--- src/rtl/if_stage.sv ---
// Instruction fetch: one outstanding imem request, one-entry hold buffer, redirect with in-flight drop.
// Latency: grant at N, rvalid at N+1 -> valid_o at N+2; stall_i freezes outputs, a word arriving under stall parks in the hold buffer.
module if_stage #(
   parameter logic [31:0] RESET_PC  = 32'h0000_0000,
   parameter logic [31:0] NOP_INSTR = 32'h0000_0013
) (
   input  logic        clk,
   input  logic        rst_n,
   output logic        imem_req_o,
   output logic [31:0] imem_addr_o,
   input  logic        imem_gnt_i,
   input  logic        imem_rvalid_i,
   input  logic [31:0] imem_rdata_i,
   input  logic        stall_i,
   input  logic        redirect_i,
   input  logic [31:0] redirect_pc_i,
   output logic [31:0] instr_o,
   output logic [31:0] pc_o,
   output logic        valid_o,
   output logic        error_o
);

   typedef enum logic [2:0] {
      ST_FETCH = 3'd0,
      ST_WAIT  = 3'd1,
      ST_HOLD  = 3'd2,
      ST_DROP  = 3'd3,
      ST_ERR   = 3'd4
   } state_t;

   state_t      r_state, w_state_nxt;
   logic [31:0] r_pc, w_pc_nxt;
   logic [31:0] r_instr, w_instr_nxt;
   logic [31:0] r_pc_out, w_pc_out_nxt;
   logic        r_valid, w_valid_nxt;
   logic        r_error, w_error_nxt;
   logic [31:0] r_hold_instr, w_hold_instr_nxt;
   logic [31:0] r_hold_pc, w_hold_pc_nxt;
   logic        r_hold_vld, w_hold_vld_nxt;
   logic        r_drop_err, w_drop_err_nxt;

   logic        w_req;
   logic        w_redir_ok;
   logic        w_outstanding;
   logic        w_slot_free;
   logic [31:0] w_pc_inc;

   // Gating with rst_n keeps the request low for the whole reset interval.
   assign w_req       = rst_n && (r_state == ST_FETCH);
   assign imem_req_o  = w_req;
   assign imem_addr_o = r_pc;
   assign instr_o     = r_instr;
   assign pc_o        = r_pc_out;
   assign valid_o     = r_valid;
   assign error_o     = r_error;

   assign w_redir_ok  = redirect_i && (redirect_pc_i[1:0] == 2'b00);
   assign w_slot_free = !r_valid || !stall_i;
   assign w_pc_inc    = r_pc + 32'd4;

   always_comb begin
      w_outstanding = 1'b0;
      case (r_state)
         ST_FETCH: w_outstanding = w_req && imem_gnt_i;
         ST_WAIT:  w_outstanding = 1'b1;
         ST_DROP:  w_outstanding = !imem_rvalid_i;
         default:  w_outstanding = 1'b0;
      endcase
   end

   always_comb begin
      w_state_nxt      = r_state;
      w_pc_nxt         = r_pc;
      w_instr_nxt      = r_instr;
      w_pc_out_nxt     = r_pc_out;
      w_valid_nxt      = r_valid;
      w_error_nxt      = r_error;
      w_hold_instr_nxt = r_hold_instr;
      w_hold_pc_nxt    = r_hold_pc;
      w_hold_vld_nxt   = r_hold_vld;
      w_drop_err_nxt   = r_drop_err;

      // Decode took the current instruction; a load below overrides this.
      if (r_valid && !stall_i) begin
         w_valid_nxt = 1'b0;
         w_instr_nxt = NOP_INSTR;
      end

      if (redirect_i) begin
         w_valid_nxt    = 1'b0;
         w_instr_nxt    = NOP_INSTR;
         w_hold_vld_nxt = 1'b0;
         if (w_redir_ok) begin
            w_pc_nxt       = redirect_pc_i;
            w_error_nxt    = 1'b0;
            w_drop_err_nxt = 1'b0;
            w_state_nxt    = w_outstanding ? ST_DROP : ST_FETCH;
         end else begin
            w_error_nxt    = 1'b1;
            w_drop_err_nxt = w_outstanding;
            w_state_nxt    = w_outstanding ? ST_DROP : ST_ERR;
         end
      end else begin
         case (r_state)
            ST_FETCH: begin
               if (w_req && imem_gnt_i) begin
                  w_state_nxt = ST_WAIT;
               end
            end
            ST_WAIT: begin
               if (imem_rvalid_i) begin
                  w_pc_nxt = w_pc_inc;
                  if (w_slot_free) begin
                     w_instr_nxt  = imem_rdata_i;
                     w_pc_out_nxt = r_pc;
                     w_valid_nxt  = 1'b1;
                     w_state_nxt  = ST_FETCH;
                  end else begin
                     w_hold_instr_nxt = imem_rdata_i;
                     w_hold_pc_nxt    = r_pc;
                     w_hold_vld_nxt   = 1'b1;
                     w_state_nxt      = ST_HOLD;
                  end
               end
            end
            ST_HOLD: begin
               if (!stall_i) begin
                  w_instr_nxt    = r_hold_instr;
                  w_pc_out_nxt   = r_hold_pc;
                  w_valid_nxt    = 1'b1;
                  w_hold_vld_nxt = 1'b0;
                  w_state_nxt    = ST_FETCH;
               end
            end
            ST_DROP: begin
               if (imem_rvalid_i) begin
                  w_drop_err_nxt = 1'b0;
                  w_state_nxt    = r_drop_err ? ST_ERR : ST_FETCH;
               end
            end
            default: begin
               w_state_nxt = r_state;
            end
         endcase
      end
   end

   always_ff @(posedge clk or negedge rst_n) begin
      if (!rst_n) begin
         r_state <= ST_FETCH;
      end else begin
         r_state <= w_state_nxt;
      end
   end

   always_ff @(posedge clk or negedge rst_n) begin
      if (!rst_n) begin
         r_pc         <= RESET_PC;
         r_instr      <= NOP_INSTR;
         r_pc_out     <= RESET_PC;
         r_valid      <= 1'b0;
         r_error      <= 1'b0;
         r_hold_instr <= NOP_INSTR;
         r_hold_pc    <= RESET_PC;
         r_hold_vld   <= 1'b0;
         r_drop_err   <= 1'b0;
      end else begin
         r_pc         <= w_pc_nxt;
         r_instr      <= w_instr_nxt;
         r_pc_out     <= w_pc_out_nxt;
         r_valid      <= w_valid_nxt;
         r_error      <= w_error_nxt;
         r_hold_instr <= w_hold_instr_nxt;
         r_hold_pc    <= w_hold_pc_nxt;
         r_hold_vld   <= w_hold_vld_nxt;
         r_drop_err   <= w_drop_err_nxt;
      end
   end

endmodule
--- config.mk ---
export PLATFORM = sky130hd
export DESIGN_NAME = if_stage
export DESIGN_NICKNAME = d
export VERILOG_FILES = /design/src/rtl/if_stage.sv
export SDC_FILE = /design/constraint.sdc
export NUM_CORES = 1
export LEC_CHECK = 0
export CAP_MARGIN = 0
export CORE_MARGIN = 10
export CORE_UTILIZATION = 52
export CTS_CLUSTER_SIZE = 30
export DETAILED_ROUTE_END_ITERATION = 8
export GPL_TIMING_DRIVEN = 0
export HOLD_SLACK_MARGIN = 0.1
export PLACE_DENSITY_LB_ADDON = 0.05
export SLEW_MARGIN = 30
export SYNTH_ARGS = -nofsm -noshare
export SYNTH_HDL_FRONTEND = slang
export SYNTH_SLANG_ARGS = --single-unit
--- constraint.sdc ---
create_clock -name clk -period 2.78 [get_ports clk]
set_clock_uncertainty 0.2 [all_clocks]
set_input_delay 0.556 -clock clk [delete_from_list [all_inputs] [get_ports clk]]
set_output_delay 0.556 -clock clk [all_outputs]
set_load 0.03 [all_outputs]
==> metrics.txt <==
post-layout net count=between 900 and 1000; drt first pass iters=5; synthesized cell area=0.008051 mm2; pre-CTS setup slack=-0.6814 ns; Area growth, synth to finish=32.04%; Metal-1 WL=approximately 9.5 mm; met3 WL=2.013 mm; Synthesized Nets=slightly below 800; pin count of the biggest net entering global routing=a little over 80; post-layout min period=about 2.6 ns; share of cells above drive strength 1=0.2171; CTS Sinks=~170; sequential area share after synthesis=0.5169; slew margin rel.=0.4712; die height=~140 um; Hold WC Path Type=in -> async; Crit. End Element=flip-flop; post-synthesis cell type count=between 60 and 70; leak pwr=approximately 4.6 nW; final WL=around 24 mm; Slew Limit Fails=0; Max FO, Critical Path=10; initial antenna violation count=0; via count=6542; fin crit share=0.9510; final hold vios=79; prevailing post-synth register cell=dfrtp_1; Worst Tran Pin Value=just under 0.8 ns; final setup fails=0; I/O Pins=about 170; Root Driver=clkbuf_16; Post-Syn Instances=around 700; Initial Util=0.5296; flop-to-flop setup slack=around 0.15 ns; setup ws final=0.1363 ns; Synth Area per Inst=between 10 and 15 um2; gp weighted congestion=just over 0.9; leading cell types in the layout, fill and taps excluded=clkdlybuf4s50_1 (166), dfrtp_1 (160), mux2_2 (94); Max Fclk=between 300 and 400 MHz; commonest non-fill, non-tap cell in the layout=clkdlybuf4s50_1; Port Buffer Count=168; failing checks=hold timing; EDFF count, synth=0; area occupied by multi-input gates=0.003517 mm2; Ys Warns=0; DR vias/cell=between 5 and 6; worst skew pair latency=0.43 ns; flops & latches, synth=around 170; first-pass GRT wire length=37.05 mm; Clock H-tree levels=4; maxcap violations=0; outcome=finished, violations left; Min Hold Slack=-0.1868 ns; pwr dens=775.0 mW/mm2; Num CTS Buffers=17; nature of the critical path startpoint=input pin; Tot GR Track Use=0.2270; drt wl/cell=around 22 um; Arr. time, crit path=2.78 ns; Detail Placement HPWL=around 17 mm; Rows=45; filler instances=about 1100; Diodes inserted=0; clock-pin slew on the worst setup and hold paths=0.07 ns; core area=~0.015 mm2; DRC Markers=0; die area=~0.021 mm2; CTS tree=yes; peak supply drop=about 0.00046 V; Max clock buf depth=2; met2 WL=around 12 mm; Post-CTS Setup Repair Bufs=0; RSZ-0062 raised after global routing=false; Routed Antenna Nets=0; CP Class=in -> reg; initial DRC count=between 600 and 700; GR Overflow Total=0; fraction of registers with async set or reset after synthesis=1.000; vias in the first global route=around 6900; FF/Latch Area=roughly 0.0042 mm2; Top Metal Used=met4; CP required=around 3 ns; die extent in x=144.4 um
[final timing paths]
path | start | endpoint | depth (start not counted)
worst max register to register | imem_addr_o[2] | imem_addr_o[22] | 6
worst min register to register | r_hold_pc[23] | r_hold_pc[23] | 1
worst max-delay path | imem_rvalid_i | instr_o[23] | 7
worst min-delay path | rst_n | pc_o[19] | 1
min in group clk | r_hold_pc[23] | r_hold_pc[23] | 1
max in group asynchronous | rst_n | imem_addr_o[19] | 2
[metrics by stage]
step | utilization | instances | power [mW] | setup TNS (ns) | cell area [um2]
2_1_floorplan | - | 701 | 4.776 | 0 | 8051
3_3_place_gp | 0.6557 | 1057 | 5.874 | -963.36 | 9968
3_5_place_dp | 0.6579 | 1058 | 5.964 | -26.17 | 10000
4_1_cts | 0.6988 | 1091 | 8.293 | 0 | 10620
5_1_grt | 0.6993 | 1091 | 8.606 | 0 | 10630
6_report | 0.6993 | 1091 | 8.240 | 0 | 10630
[cell type report]
class                   instances  area share
multi-input cells             456      0.3308
well taps                     188     0.02213
flip-flops and latches        166      0.3914
inverters                      23    0.008121
clock buffers                  21     0.04237
clock inverters                11     0.01189
repair buffers                170      0.1656
plain buffers                  56     0.02766
[sequential cells by signal, summed over array words and instances, names as in the netlist]
register      flops
r_drop_err        1
r_state           3
imem_addr_o      32
valid_o           1
instr_o          32
error_o           1
r_hold_instr     32
pc_o             32
r_hold_pc        32
[cells by family (layout without fill, tap and decap cells)]
kind of cell,Yosys count,after routing,synth area share
mux,128,128,0.1786
compound gates,164,164,0.1336
fa+ha+maj,1,1,0.001554
simple gates,162,162,0.1212
xor+xnor,1,1,0.001088
flops,166,166,0.5169
buf+inv,79,281,0.04709
[critical path, stage by stage]
cell	delay, ns
clkdlybuf4s50_1	0.59
nand4bb_1	0.13
clkbuf_1	0.19
nor4b_1	0.72
buf_2	0.36
a22oi_1	0.11
o21ai_0	0.11
[power by group]
part / switching (mW) / leakage (nW) / internal [mW]
logic: 1.50 / 2.15 / 1.21
registers: 0.359 / 2.17 / 2.85
clock network: 0.974 / 0.270 / 1.35
[metal layers]
layer	GRT usage	vias up
li1	-	2976
met1	0.2751	3256
met2	0.3800	278
met3	0.06560	32
met4	0.07394	0
met5	0	-
[synthesized netlist by cell type (3+ instances only)]
library cell  instances  area [um2]
a211oi_1              3       22.52
a21oi_1              43       215.2
a22oi_1              34       255.2
a311oi_1              5       43.79
a31oi_1               4       25.02
a41o_1                3       30.03
and2_1                6       37.54
and3_1                9       56.30
and4_1                6       52.55
buf_2                27       135.1
buf_4                11       82.58
clkbuf_1             15       56.30
dfrtp_1             160        4004
dfstp_2               6       157.7
inv_1                23       86.33
mux2_1               31       349.1
mux2_2               94        1059
mux2i_1               3       30.03
nand2_1              28       105.1
nand2b_1              3       18.77
nand3_1              36       180.2
nand4_1               7       43.79
nor2_1               22       82.58
nor3_1                6       30.03
nor4_1                6       37.54
nor4b_1               3       26.28
o211ai_1              8       60.06
o21ai_0              28       140.1
o21ai_1               6       30.03
o22ai_1               8       50.05
o31ai_1               3       22.52
or3_1                 6       37.54
[timing repair]
action | CTS | global route
endpoints found under the setup margin | 1 | 11
hold endpoints to repair | 79 | 79
resized for setup | 6 | 3
gates cloned | 1 | 0
(Power assumes the default switching activity.)
